## src/rtl/vrf_addr_sequencer_pkg.sv

```systemverilog
// Shared vector-core definitions for the VRF address sequencer:
//   - LMUL group-size encoding
//   - VRF geometry derivations (memory depth, address width, words per
//     register per lane, word-counter width)
//   - sequencer FSM state encoding
package vrf_addr_sequencer_pkg;

  typedef enum logic [1:0] {
    LMUL_1 = 2'd0,
    LMUL_2 = 2'd1,
    LMUL_4 = 2'd2,
    LMUL_8 = 2'd3
  } lmul_e;

  typedef enum logic [1:0] {
    ST_IDLE  = 2'd0,
    ST_RUN   = 2'd1,
    ST_DRAIN = 2'd2
  } seq_state_e;

  function automatic int mem_depth(input int vlen, input int lanes);
    return vlen / lanes;
  endfunction

  function automatic int addr_width(input int vlen, input int lanes);
    return $clog2(vlen / lanes);
  endfunction

  // 32-bit words held by one vector register within one lane
  function automatic int regs_words(input int vlen, input int lanes);
    return vlen / 32 / lanes;
  endfunction

  // Counter must hold the full 8-register group count inclusively
  function automatic int cnt_width(input int vlen, input int lanes);
    return $clog2(8 * regs_words(vlen, lanes)) + 1;
  endfunction

  function automatic int lmul_regs(input lmul_e l);
    return 32'd1 << l;
  endfunction

endpackage

```

## src/rtl/vrf_addr_sequencer_if.sv

```systemverilog
// Handshake/bus bundle between an instruction issuer / datapath (master)
// and the VRF address sequencer (slave).
//   start_vld_i/start_rdy_o   : instruction request / sequencer idle
//   lmul_i, num_words_i        : group size encoding, words per lane
//   starting_*_i               : 8 packed per-register base addresses
//   rd_vld_o/rd_rdy_i          : read address handshake
//   raddr0_o, raddr1_o         : read addresses for both source operands
//   wr_en_i, waddr_o           : returning result word and its address
//   done_o                     : instruction complete pulse
interface vrf_addr_sequencer_if #(
  parameter int AW = 9,
  parameter int CW = 8
) ();

  logic            start_vld_i;
  logic            start_rdy_o;
  logic [1:0]      lmul_i;
  logic [CW-1:0]   num_words_i;
  logic [8*AW-1:0] starting_raddr0_i;
  logic [8*AW-1:0] starting_raddr1_i;
  logic [8*AW-1:0] starting_waddr_i;
  logic            rd_vld_o;
  logic            rd_rdy_i;
  logic [AW-1:0]   raddr0_o;
  logic [AW-1:0]   raddr1_o;
  logic            wr_en_i;
  logic [AW-1:0]   waddr_o;
  logic            done_o;

  modport master (
    output start_vld_i, lmul_i, num_words_i,
           starting_raddr0_i, starting_raddr1_i, starting_waddr_i,
           rd_rdy_i, wr_en_i,
    input  start_rdy_o, rd_vld_o, raddr0_o, raddr1_o, waddr_o, done_o
  );

  modport slave (
    input  start_vld_i, lmul_i, num_words_i,
           starting_raddr0_i, starting_raddr1_i, starting_waddr_i,
           rd_rdy_i, wr_en_i,
    output start_rdy_o, rd_vld_o, raddr0_o, raddr1_o, waddr_o, done_o
  );

endinterface

```

## src/rtl/vrf_addr_gen.sv

```systemverilog
// Combinational VRF address generator: splits a word index into a register
// within the group (idx / RS) and an offset inside that register
// (idx % RS), then adds the offset to that register's base, modulo 2^AW.
//   bases : 8 packed per-register base addresses, segment g at [g*AW +: AW]
//   idx   : word index within the instruction
//   addr  : resulting VRF address
module vrf_addr_gen #(
  parameter int AW = 9,
  parameter int CW = 8,
  parameter int RS = 16
) (
  input  logic [8*AW-1:0] bases,
  input  logic [CW-1:0]   idx,
  output logic [AW-1:0]   addr
);

  localparam logic [CW-1:0] RS_W = CW'(RS);

  logic [AW-1:0] seg_base [8];
  logic [CW-1:0] seg;
  logic [CW-1:0] off;
  logic [2:0]    sel;

  always_comb begin
    for (int unsigned g = 0; g < 8; g++) begin
      seg_base[g] = bases[g*AW +: AW];
    end
    seg  = idx / RS_W;
    off  = idx % RS_W;
    // A finished counter sits at n, which may point one register past the
    // group; clamp so the select never leaves the table.
    sel  = (seg > CW'(7)) ? 3'd7 : seg[2:0];
    addr = seg_base[sel] + AW'(off);
  end

endmodule

```

## src/rtl/vrf_addr_sequencer.sv

```systemverilog
// VRF address sequencer: accepts an instruction (bases, LMUL, word count),
// streams read addresses under a valid/ready handshake, tracks returning
// result words to supply their write addresses, and pulses done when the
// last write has landed.
//   clk, rstn : clock, asynchronous active-low reset
//   bus       : vrf_addr_sequencer_if slave modport (see interface file)
module vrf_addr_sequencer
  import vrf_addr_sequencer_pkg::*;
#(
  parameter int VLEN      = 4096,
  parameter int VLANE_NUM = 8
) (
  input  logic                  clk,
  input  logic                  rstn,
  vrf_addr_sequencer_if.slave   bus
);

  localparam int AW = addr_width(VLEN, VLANE_NUM);
  localparam int RS = regs_words(VLEN, VLANE_NUM);
  localparam int CW = cnt_width(VLEN, VLANE_NUM);

  seq_state_e      state;
  seq_state_e      state_nxt;
  logic [CW-1:0]   rc;
  logic [CW-1:0]   wc;
  logic [CW-1:0]   n_words;
  logic [CW-1:0]   n_req;
  logic [CW-1:0]   cap;
  logic [8*AW-1:0] r0_base;
  logic [8*AW-1:0] r1_base;
  logic [8*AW-1:0] w_base;
  logic            done;
  logic            accept;
  logic            rd_fire;
  logic            wr_fire;
  logic            last_wr;

  always_comb begin
    cap   = CW'(lmul_regs(lmul_e'(bus.lmul_i)) * RS);
    n_req = (bus.num_words_i < cap) ? bus.num_words_i : cap;
  end

  assign accept  = (state == ST_IDLE) && bus.start_vld_i;
  assign rd_fire = (state == ST_RUN) && bus.rd_rdy_i;
  assign wr_fire = (state != ST_IDLE) && bus.wr_en_i && (wc != n_words);
  assign last_wr = wr_fire && (wc == n_words - 1'b1);

  always_comb begin
    state_nxt = state;
    case (state)
      ST_IDLE:  if (accept && (n_req != '0)) state_nxt = ST_RUN;
      ST_RUN: begin
        if (rd_fire && (rc == n_words - 1'b1)) state_nxt = ST_DRAIN;
        // Final write wins over the read-done transition when both land
        // together, so the instruction never stalls in DRAIN.
        if (last_wr) state_nxt = ST_IDLE;
      end
      ST_DRAIN: if (last_wr) state_nxt = ST_IDLE;
      default:  state_nxt = ST_IDLE;
    endcase
  end

  always_ff @(posedge clk or negedge rstn) begin
    if (!rstn) begin
      state   <= ST_IDLE;
      rc      <= '0;
      wc      <= '0;
      n_words <= '0;
      r0_base <= '0;
      r1_base <= '0;
      w_base  <= '0;
      done    <= 1'b0;
    end else begin
      state <= state_nxt;
      done  <= (accept && (n_req == '0)) || last_wr;
      if (accept) begin
        r0_base <= bus.starting_raddr0_i;
        r1_base <= bus.starting_raddr1_i;
        w_base  <= bus.starting_waddr_i;
        n_words <= n_req;
        rc      <= '0;
        wc      <= '0;
      end else begin
        if (rd_fire) rc <= rc + 1'b1;
        if (wr_fire) wc <= wc + 1'b1;
      end
    end
  end

  assign bus.start_rdy_o = (state == ST_IDLE);
  assign bus.rd_vld_o    = (state == ST_RUN);
  assign bus.done_o      = done;

  vrf_addr_gen #(.AW(AW), .CW(CW), .RS(RS)) u_raddr0 (
    .bases (r0_base),
    .idx   (rc),
    .addr  (bus.raddr0_o)
  );

  vrf_addr_gen #(.AW(AW), .CW(CW), .RS(RS)) u_raddr1 (
    .bases (r1_base),
    .idx   (rc),
    .addr  (bus.raddr1_o)
  );

  vrf_addr_gen #(.AW(AW), .CW(CW), .RS(RS)) u_waddr (
    .bases (w_base),
    .idx   (wc),
    .addr  (bus.waddr_o)
  );

endmodule

```

## src/flat_wrapper.sv

```systemverilog
// flat-port wrapper written by rule: the top's interface ports become plain ports
module vrf_addr_sequencer_flat import vrf_addr_sequencer_pkg::*;
#(
  parameter int VLEN      = 4096,
  parameter int VLANE_NUM = 8
)
  (clk, rstn, bus_start_vld_i, bus_lmul_i, bus_num_words_i, bus_starting_raddr0_i, bus_starting_raddr1_i, bus_starting_waddr_i, bus_rd_rdy_i, bus_wr_en_i, bus_start_rdy_o, bus_rd_vld_o, bus_raddr0_o, bus_raddr1_o, bus_waddr_o, bus_done_o);
  vrf_addr_sequencer_if #(.AW(($clog2((VLEN / (8))))), .CW(($clog2(8 * (VLEN / 32 / (8))) + 1))) bus_i ();
  input  logic clk;
  input  logic rstn;
  input wire logic [$bits(bus_i.start_vld_i)-1:0] bus_start_vld_i;
  input wire logic [$bits(bus_i.lmul_i)-1:0] bus_lmul_i;
  input wire logic [$bits(bus_i.num_words_i)-1:0] bus_num_words_i;
  input wire logic [$bits(bus_i.starting_raddr0_i)-1:0] bus_starting_raddr0_i;
  input wire logic [$bits(bus_i.starting_raddr1_i)-1:0] bus_starting_raddr1_i;
  input wire logic [$bits(bus_i.starting_waddr_i)-1:0] bus_starting_waddr_i;
  input wire logic [$bits(bus_i.rd_rdy_i)-1:0] bus_rd_rdy_i;
  input wire logic [$bits(bus_i.wr_en_i)-1:0] bus_wr_en_i;
  output wire logic [$bits(bus_i.start_rdy_o)-1:0] bus_start_rdy_o;
  output wire logic [$bits(bus_i.rd_vld_o)-1:0] bus_rd_vld_o;
  output wire logic [$bits(bus_i.raddr0_o)-1:0] bus_raddr0_o;
  output wire logic [$bits(bus_i.raddr1_o)-1:0] bus_raddr1_o;
  output wire logic [$bits(bus_i.waddr_o)-1:0] bus_waddr_o;
  output wire logic [$bits(bus_i.done_o)-1:0] bus_done_o;
  assign bus_i.start_vld_i = bus_start_vld_i;
  assign bus_i.lmul_i = bus_lmul_i;
  assign bus_i.num_words_i = bus_num_words_i;
  assign bus_i.starting_raddr0_i = bus_starting_raddr0_i;
  assign bus_i.starting_raddr1_i = bus_starting_raddr1_i;
  assign bus_i.starting_waddr_i = bus_starting_waddr_i;
  assign bus_i.rd_rdy_i = bus_rd_rdy_i;
  assign bus_i.wr_en_i = bus_wr_en_i;
  assign bus_start_rdy_o = bus_i.start_rdy_o;
  assign bus_rd_vld_o = bus_i.rd_vld_o;
  assign bus_raddr0_o = bus_i.raddr0_o;
  assign bus_raddr1_o = bus_i.raddr1_o;
  assign bus_waddr_o = bus_i.waddr_o;
  assign bus_done_o = bus_i.done_o;
  vrf_addr_sequencer #(.VLEN(VLEN), .VLANE_NUM(VLANE_NUM)) u_core (.clk(clk), .rstn(rstn), .bus(bus_i));
endmodule
```

## config.mk

```make
export PLATFORM = sky130hd
export DESIGN_NAME = vrf_addr_sequencer_flat
export DESIGN_NICKNAME = d
export VERILOG_FILES = /design/src/rtl/vrf_addr_sequencer_pkg.sv /design/src/rtl/vrf_addr_sequencer_if.sv /design/src/rtl/vrf_addr_gen.sv /design/src/rtl/vrf_addr_sequencer.sv /design/src/flat_wrapper.sv
export SDC_FILE = /design/constraint.sdc
export NUM_CORES = 1
export LEC_CHECK = 0
export ABC_AREA = 1
export BUFFER_PORTS_ARGS = -buffer_cell sky130_fd_sc_hd__buf_4
export CAP_MARGIN = 20
export CORE_MARGIN = 2
export CORE_UTILIZATION = 60
export CTS_CLUSTER_SIZE = 8
export DETAILED_ROUTE_END_ITERATION = 8
export PLACE_DENSITY = 0.86
export REMOVE_ABC_BUFFERS = 1
export SLEW_MARGIN = 20
export SYNTH_ARGS = -nofsm -noshare
export SYNTH_HDL_FRONTEND = slang
export SYNTH_HIERARCHICAL = 1
export SYNTH_SLANG_ARGS = --single-unit
export TNS_END_PERCENT = 30
```

## constraint.sdc

```tcl
create_clock -name clk -period 6.4 [get_ports clk]
set_input_delay 1.28 -clock clk [delete_from_list [all_inputs] [get_ports clk]]
set_output_delay 1.28 -clock clk [all_outputs]
set_load 0.05 [all_outputs]
```

==> results of run 1 <==
## worst register-to-register path, cell delays in order, from the launching register on
cell and delay, ns:
dfrtp_1 0.40, nor2_1 0.34, nand2_4 0.41, inv_6 0.71, buf_4 0.66, o21ai_0 0.17
o21ai_0 0.10, inv_1 0.06
## Yosys cell counts, drive strengths merged, types with 6 or more instances
| cell | number | area, sq um |
|---|---|---|
| a21oi | 30 | 154 |
| inv | 136 | 510 |
| buf | 45 | 282 |
| xnor2 | 13 | 114 |
| a221oi | 9 | 78.8 |
| nor3 | 6 | 56.3 |
| o22ai | 10 | 62.6 |
| a221o | 9 | 90.1 |
| o21ai | 59 | 295 |
| dfrtp | 243 | 6080 |
| nand2 | 973 | 3710 |
| ha | 18 | 225 |
| nor2 | 102 | 423 |
| clkbuf | 37 | 139 |
| nand3 | 99 | 500 |
| xor2 | 7 | 61.3 |
## stage by stage
step / util / setup TNS [ns]
3_5_place_dp: 0.710 / 0
5_1_grt: 0.755 / 0
2_1_floorplan: - / -478.35
3_3_place_gp: 0.710 / 0
6_report: 0.755 / 0
4_1_cts: 0.754 / 0
## power breakdown
part           leakage, nW  internal (mW)  switching [mW]  total (mW)
registers             3.04           2.24           0.479        2.72
logic                 5.34           1.17            2.24        3.40
clock network        0.455          0.990           0.631        1.62
total                 8.83           4.39            3.35        7.74
## cell type report
cell class / count / area (sq um)
multi-input combinational: 1361 / 6030
clock inverter: 3 / 32.5
sequential: 243 / 6080
clock buffer: 36 / 901
fill: 1575 / 5190
inverter: 137 / 519
timing repair buffer: 272 / 2050
tap: 275 / 344
## how the worst min path moves through the flow
stage,startpoint,to,slack (ns),depth (start not counted)
after floorplan,u_core/r0_base[17],u_core/r0_base[17],0.44,2
after global placement,u_core/r0_base[65],u_core/r0_base[65],0.46,2
after detailed placement,u_core/w_base[27],u_core/w_base[27],0.46,2
after CTS,u_core/w_base[27],u_core/w_base[27],0.47,2
after global routing,u_core/r0_base[17],u_core/r0_base[17],0.49,2
final,u_core/r0_base[17],u_core/r0_base[17],0.47,2
## routing by layer
metal / vias up / GRT usage
li1: 6073 / -
met3: 86 / 0.0443
met5: - / 0
met4: 0 / 0.124
met2: 564 / 0.508
met1: 5862 / 0.422
## state kept, by name, indices dropped and copies added, names as in the netlist
register,count
u_core/wc,8
u_core/n_words,8
u_core/state,2
u_core/r1_base,72
u_core/r0_base,72
u_core/w_base,72
u_core/bus.done_o,1
u_core/rc,8
## cell families (layout without fill, tap and decap cells)
logic type	Yosys count	in the layout
and+or+nand+nor	1187	1187
DFF	243	243
buffers and inverters	219	448
xor gates and xnor gates	21	21
AOI/OAI and AO/OA	132	132
adders and majority gates	21	21
==> impl_metrics.json, run 1 <==
{
  "start_util": 0.616,
  "track_usage": 0.311,
  "io_pins": 261,
  "ys_ff_latch": 243,
  "finalSetupViolCount": 0,
  "critPathCapture": "bus_raddr1_o[8]",
  "grt_overflow": 0,
  "wl_per_cell_microns": 15.3,
  "holdBufCountCts": 0,
  "synth-edff-count": 0,
  "hpwl_microns": 24000,
  "status": "complete, no violations",
  "cap_viol_max_count": 0,
  "ir_drop_v": 0.000269,
  "power_mw": 7.74,
  "dr.max_layer_used": "met4",
  "p_leak_nw": 8.83,
  "drcViolationCount": 0,
  "worstReg2RegStart": "u_core/state[1]",
  "core_sq_mm": 0.0212,
  "cts_setup_buffers": 0,
  "max_stage_delay_ns": 0.63,
  "num_antenna_cells": 0,
  "layoutNonFillerInstCount": 2327,
  "rsz0062_at_grt": "false",
  "clk_path_buf_depth": 3,
  "layout_min_cycle_time_ns": 5.19,
  "synth_top_family_by_area": "simple AND/OR/NAND/NOR gates",
  "cts_sinks": 243,
  "synth_adder_area_share": 0.0219,
  "p_per_area_mw_per_mm2": 485,
  "syn_to_final_growth_pct": 22.4,
  "grt_start_max_net_pins": 130,
  "arrival_ns": 3.91,
  "final_cell_mix": "961 x nand2_1, 270 x buf_4, 243 x dfrtp_1, 113 x inv_1, 98 x nand3_1",
  "clk_pin_slew_worst_paths_ns": 0.05,
  "place.gp.congestion": 0.916,
  "drtIter0Drc": 883,
  "skew_ns": 0.0193,
  "antenna_found_initial": 0,
  "syn_inst": 1823,
  "rows": 53,
  "synth_area_per_cell_sq_um": 7.15,
  "worst_pin_slew_ns": 0.966,
  "syn-cell-area_sq_mm": 0.0130,
  "yosys_warnings": 6,
  "num_vias": 12600,
  "synth_compound_area_frac": 0.0616,
  "fp.dieH_microns": 151,
  "drt-pass1-iter-count": 7,
  "cts_tree": "yes",
  "cp_slowest_cell": "nor2_4",
  "yosys.area_share.simple": 0.363,
  "fin_ws_ns": 1.21,
  "clockRootBuffer": "clkbuf_16",
  "dpl_cell_area_sq_mm": 0.0150,
  "drt-total-wl_microns": 35600,
  "dieArea_sq_mm": 0.0229,
  "async_reset_ff_frac": 1.00,
  "synthMuxAreaShare": 0,
  "holdWs_ns": 0.471,
  "cts_inserted_buffers": 36,
  "critPathBufInv": 2,
  "dp_slack_ns": 1.82,
  "met1_length_microns": 14600,
  "critPathLaunch": "u_core/rc[7]",
  "cts_max_level": 2,
  "start_kind": "flop",
  "rr_endpoint": "u_core/wc[0]",
  "grt_pass1_wl_microns": 57100,
  "wl_met3_microns": 2930,
  "fmax_mhz": 193,
  "drive_gt1_frac": 0.176,
  "ys_types": 46,
  "fin_crit_sh": 0.811,
  "slew_violations": 0,
  "path_class": "reg -> out",
  "hp-class": "reg -> reg",
  "ant_nets": 0,
  "met2_length_microns": 16900,
  "critical_path.cell_chain": "nor2_4, o21ai_0, o22ai_1, nand2_1, o21ai_1, ha_1, inv_1, fa_1, o21ai_0, nand3_1, nor2_2, nand2_1, nand2_1, nand2_1, buf_4",
  "cts.repair.resized": 0,
  "critPathTopFamily": "simple AND/OR/NAND/NOR gates",
  "seq_area_frac_synth": 0.466,
  "hold_viol_final": 0,
  "port_buffers": 260,
  "slew_headroom": 0.356,
  "crit_path_max_fanout": 34,
  "finalNetCount": 2303,
  "synth-xor-area-share": 0.0152,
  "worstPathRequired_ns": 5.12,
  "r2r_setup_slack_ns": 3.45,
  "synth_ff_type": "dfrtp_1",
  "critical_path.most_common_cell": "nand2_1",
  "worstSkewPairLatency_ns": 0.51,
  "grt_pass1_vias": 12000,
  "cp.depth": 15,
  "end_kind": "output port",
  "reg2regPathDepth": 7,
  "stdcell_area_sq_mm": 0.0160,
  "die_w_microns": 151,
  "viasPerCell": 5.41,
  "mostFrequentLayoutCell": "nand2_1",
  "place_inst": 2288
}
(Power assumes the default switching activity.)
==> run 2, diff against run 1 <==
- CORE_UTILIZATION: 60 -> 50
- PLACE_DENSITY: 0.86 -> 0.76
- clock period: 6.4 -> 4.24 ns (I/O delays scaled with it)
==> run 2 against run 1 <==
  * Utilization shrank 12 points
  * Worst setup slack lost 1.1 ns
  * Global-route usage shrank 4.9 points
  * Highest routed layer unchanged
  * Cell area grew 3.1%
  * Clock power grew 56%
  * Critical path type unchanged
  * Sequential cell count is the same
  * Clock skew grew 0.0023 ns
  * Largest cell class is now multi-input gates
  * Sequential share of layout area shrank 1.1 points
  * Critical endpoint is now bus_waddr_o[5]
==> impl_metrics.json, run 2 (synthesis results as in run 1) <==
{
  "critical_path.cell_chain": "nor2_2, a221o_1, nand2_1, o21ai_1, ha_1, a21oi_1, nand2_1, a21oi_1, nor2_1, xnor2_1, buf_4",
  "cts_max_level": 2,
  "slew_headroom": 0.398,
  "top_usage_layer": "met2",
  "num_antenna_cells": 0,
  "gr-usage-met1": 0.356,
  "grt_start_max_net_pins": 106,
  "holdBufCountCts": 0,
  "p_leak_nw": 9.02,
  "drtIter0Drc": 974,
  "wl_per_cell_microns": 14.9,
  "multiInputGateArea_sq_mm": 0.00614,
  "final_util": 0.637,
  "start_kind": "flop",
  "clk_pin_slew_worst_paths_ns": 0.05,
  "cts_tree": "yes",
  "worstSkewPairLatency_ns": 0.51,
  "dieArea_sq_mm": 0.0274,
  "clk_path_buf_depth": 3,
  "stdcell_area_sq_mm": 0.0165,
  "rsz0062_at_grt": "true",
  "cp_slowest_cell": "dfrtp_2",
  "viasPerCell": 5.17,
  "tns_ns": 0,
  "drive_gt1_frac": 0.198,
  "drt-pass1-iter-count": 6,
  "layout_min_cycle_time_ns": 4.09,
  "dpl_cell_area_sq_mm": 0.0152,
  "die_w_microns": 166,
  "path_class": "reg -> out",
  "holdWs_ns": 0.395,
  "cts_sinks": 243,
  "dp_slack_ns": 0.163,
  "power_mw": 11.8,
  "fp.dieH_microns": 166,
  "p_per_area_mw_per_mm2": 715,
  "final_cell_mix": "961 x nand2_1, 298 x buf_4, 237 x dfrtp_1, 112 x inv_1, 97 x nand3_1",
  "regArea_sq_mm": 0.00609,
  "core_sq_mm": 0.0258,
  "ir_drop_v": 0.000479,
  "grt_overflow": 0,
  "grt_use_met3": 0.0437,
  "cap_viol_max_count": 0,
  "fin_ws_ns": 0.150,
  "status": "complete, no violations",
  "num_vias": 12500,
  "port_buffers": 260,
  "start_util": 0.505,
  "top_regs": "u_core/r0_base x72, u_core/r1_base x72, u_core/w_base x72",
  "slew_violations": 0,
  "skew_ns": 0.0216,
  "fmax_mhz": 245,
  "mostFrequentLayoutCell": "nand2_1",
  "fin_crit_sh": 0.965,
  "hold_viol_final": 0,
  "crit_path_max_fanout": 11,
  "max_stage_delay_ns": 0.49,
  "gr-usage-met2": 0.433,
  "track_usage": 0.263,
  "finalSetupViolCount": 0,
  "antenna_found_initial": 0,
  "grt_pass1_vias": 11800,
  "drt-total-wl_microns": 36100,
  "layoutNonFillerInstCount": 2421,
  "end_kind": "output port",
  "io_pins": 261,
  "worstPathRequired_ns": 3.39,
  "finalNetCount": 2334,
  "hpwl_microns": 25100,
  "arrival_ns": 3.24,
  "clockRootBuffer": "clkbuf_16",
  "critPathTopFamily": "compound AO/OA/AOI/OAI gates",
  "ant_nets": 0,
  "rows": 59,
  "cts_inserted_buffers": 36,
  "place.gp.congestion": 0.883,
  "grt_pass1_wl_microns": 57200,
  "hp-class": "in -> async",
  "critPathBufInv": 1,
  "place_inst": 2357,
  "worst_pin_slew_ns": 0.903,
  "drcViolationCount": 0,
  "fill_cells": 2304,
  "syn_to_final_growth_pct": 26.3
}
run 2: changes by cell type in the layout (fill, tap and decap cells not counted), sizes merged:
cell      before  now
buf          272  302
clkbuf        36   40
clkinv         2    3
clkinvlp       1    0
inv          137  136
nor2         102  103
run 2: final timing paths:
path / start / to / slack (ns) / cells past startpoint
setup / recovery: u_core/wc[4] / bus_waddr_o[5] / 0.15 / 11
hold / removal: rstn / u_core/w_base[21] / 0.40 / 1
setup reg to reg: u_core/state[1] / u_core/r1_base[67] / 1.65 / 6
hold reg to reg: u_core/w_base[7] / u_core/w_base[7] / 0.48 / 2
max in group asynchronous: rstn / u_core/r1_base[30] / 2.72 / 2
min in group clk: u_core/w_base[7] / u_core/w_base[7] / 0.48 / 2
run 2: worst reg2reg max path: stages (launching register included):
cell and delay (ns):
dfrtp_1 0.40, nor2_1 0.31, nand2_4 0.45, inv_6 0.73, buf_4 0.42, nand2_1 0.16, nand2_1 0.08
run 2: layer usage:
metal,up-vias,wire [microns]
li1,6150,-
met1,5851,15600
met2,441,17200
met3,66,2470
met4,0,885
met5,-,0
run 2: final cells by class:
type                    instances  area share
repair buffers                302       0.139
clock inverters                 2     0.00129
inverters                     137      0.0332
multi-input cells            1362       0.373
flip-flops and latches        243       0.370
clock buffers                  40      0.0582
well taps                     335      0.0255
run 2: power by group:
| group | switching, mW | internal, mW |
|---|---|---|
| logic | 3.36 | 1.79 |
| clock network | 0.961 | 1.57 |
| registers | 0.717 | 3.38 |
| total | 5.03 | 6.74 |
run 2: timing repair:
item | in CTS | in global routing
setup endpoints to repair | 12 | 12
buffers inserted | 8 | 13
hold endpoints to repair | 0 | 0
cloned | 1 | 0
pin swaps | 2 | 9
gates resized for setup | 12 | 33
==> run 3, diff against run 2 <==
- CORE_ASPECT_RATIO: unset -> 1.4
- CTS_CLUSTER_SIZE: 8 -> unset
- REMOVE_ABC_BUFFERS: 1 -> unset
==> run 3 against run 2 <==
  * Clock power is 9.5% lower
  * Register-to-register slack gained 0.43 ns
  * Global-route usage increased by 1.2 points
  * Hold slack worse by 0.10 ns
  * Maximum frequency is 0.44% higher
  * Sequential power rose by 1%
  * Cell count is 0.54% lower
  * Wire length grew 5.6%
  * Sequential share of layout area is 0.29 points higher
  * Combinational power is essentially flat
  * Non-clock buffer count grew 1
  * Largest power group unchanged
==> impl_metrics.json, run 3 (synthesis results as in run 1) <==
{
  "status": "complete, no violations",
  "crit_path_max_fanout": 8,
  "intPower_mw": 6.55,
  "grt_overflow": 0,
  "slew_headroom": 0.272,
  "antenna_found_initial": 0,
  "final_cell_mix": "959 x nand2_1, 291 x buf_4, 238 x dfrtp_1, 113 x inv_1, 97 x nand3_1",
  "clkPwrFrac": 0.197,
  "dr.max_layer_used": "met4",
  "cts_tree": "yes",
  "layout_min_cycle_time_ns": 4.07,
  "die_w_microns": 140,
  "top_regs": "u_core/r0_base x72, u_core/r1_base x72, u_core/w_base x72",
  "place.gp.congestion": 0.956,
  "worstSkewPairLatency_ns": 0.52,
  "seq_power_share": 0.359,
  "drtIter0Drc": 890,
  "met2_length_microns": 19100,
  "num_antenna_cells": 0,
  "hold_viol_final": 0,
  "synth_nets": 2075,
  "cts_max_level": 1,
  "p_leak_nw": 8.98,
  "track_usage": 0.274,
  "ir_drop_v": 0.000822,
  "rows": 69,
  "hp-class": "in -> async",
  "fp.dieH_microns": 195,
  "cts_sinks": 243,
  "drt-pass1-iter-count": 5,
  "num_vias": 12500,
  "grt_start_max_net_pins": 229,
  "mostFrequentLayoutCell": "nand2_1",
  "path_class": "reg -> out",
  "holdBufCountCts": 0,
  "clk_path_buf_depth": 3,
  "clk_pin_slew_worst_paths_ns": 0.06,
  "wl_met3_microns": 2410,
  "end_kind": "output port",
  "tns_ns": 0,
  "wl_per_cell_microns": 15.9,
  "fin_crit_sh": 0.960,
  "finalNetCount": 2323,
  "finalSetupViolCount": 0,
  "pwr-share-comb": 0.444,
  "drcViolationCount": 0,
  "start_kind": "flop",
  "rsz0062_at_grt": "true",
  "start_util": 0.510,
  "dieArea_sq_mm": 0.0274,
  "worstPathRequired_ns": 3.39,
  "layoutNonFillerInstCount": 2408,
  "io_pins": 261,
  "drive_gt1_frac": 0.197,
  "drt-total-wl_microns": 38200,
  "syn_to_final_growth_pct": 25.3,
  "core_sq_mm": 0.0256,
  "place_inst": 2342,
  "arrival_ns": 3.22,
  "dpl_cell_area_sq_mm": 0.0152,
  "slew_violations": 0,
  "clockRootBuffer": "clkbuf_16",
  "worst_pin_slew_ns": 1.09,
  "final_util": 0.639,
  "cts_inserted_buffers": 24,
  "p_sw_mw": 5.06,
  "p_sw_frac": 0.435,
  "grt_pass1_vias": 12400,
  "grt_pass1_wl_microns": 60700,
  "met1_length_microns": 15000,
  "fmax_mhz": 246,
  "p_per_area_mw_per_mm2": 711,
  "ant_nets": 0,
  "skew_ns": 0.00844,
  "cap_viol_max_count": 0,
  "viasPerCell": 5.19,
  "hpwl_microns": 27700,
  "port_buffers": 260,
  "stdcell_area_sq_mm": 0.0163
}
-- run 3: changes by cell type in the layout (fill, tap and decap cells not counted), moves of 3 or more --
cell	previous run	this run
buf_12	1	6
clkbuf_8	0	3
inv_6	5	2
nand2_4	4	7
clkinv_2	1	6
buf_4	298	291
nand2_8	4	1
inv_2	16	19
bufinv_16	0	4
clkbuf_16	38	25
-- run 3: stage by stage --
step	power [mW]	hold slack [ns]	setup slack (ns)
final	11.6	0.291	0.168
after detailed placement	9.25	0.465	0.287
after global routing	12.5	0.350	-0.0387
after floorplan	7.63	0.444	0.475
after CTS	11.6	0.328	-0.00336
after global placement	9.16	0.459	0.397
-- run 3: timing repair --
action,in CTS,in global routing
buffers inserted,3,18
endpoints found under the setup margin,8,12
gates resized for setup,6,26
pin swaps,2,8
gates cloned,0,1
-- run 3: critical path, cell delays in order (launching register included) --
cell,delay (ns)
dfrtp_2,0.48
buf_4,0.17
nor2_4,0.17
buf_4,0.14
a221o_1,0.12
nand2_1,0.04
o21ai_1,0.13
ha_1,0.18
inv_1,0.07
fa_2,0.38
o21ai_2,0.14
nand3_1,0.12
nor2_2,0.17
nand3_1,0.10
nand2_2,0.11
buf_8,0.15
-- run 3: per-layer routing --
metal	GRT usage	up-vias
met5	0	-
met4	0.113	0
met3	0.0331	92
met2	0.487	466
met1	0.339	5798
li1	-	6141
-- run 3: power by group through the flow --
| stage | Combinational [mW] | Sequential (mW) | Clock, mW |
|---|---|---|---|
| 6_report | 5.15 | 4.16 | 2.29 |
| 3_3_place_gp | 5.00 | 4.16 | 0 |
| 2_1_floorplan | 3.77 | 3.85 | 0 |
| 4_1_cts | 5.13 | 4.15 | 2.34 |
| 5_1_grt | 5.78 | 4.27 | 2.43 |
| 3_5_place_dp | 5.10 | 4.16 | 0 |
-- run 3: final cells by class --
class                   count  area, sq um
fillers                  2331         9220
multi-input cells        1362         6090
flip-flops and latches    243         6090
repair buffers            303         2380
clock buffers              31          678
inverters                 137          527
well taps                 319          399
clock inverters            13          175
-- run 3: path summary, 6_finish.rpt --
check / startpoint / endpoint / slack, ns / cells after the start
setup reg to reg: u_core/state[1] / u_core/rc[1] / 2.08 / 6
setup / recovery: u_core/rc[7] / bus_raddr0_o[8] / 0.17 / 15
max in group asynchronous: rstn / u_core/r0_base[32] / 3.07 / 2
hold reg to reg: u_core/w_base[17] / u_core/w_base[17] / 0.48 / 2
hold / removal: rstn / u_core/w_base[15] / 0.29 / 1
min in group clk: u_core/w_base[17] / u_core/w_base[17] / 0.48 / 2
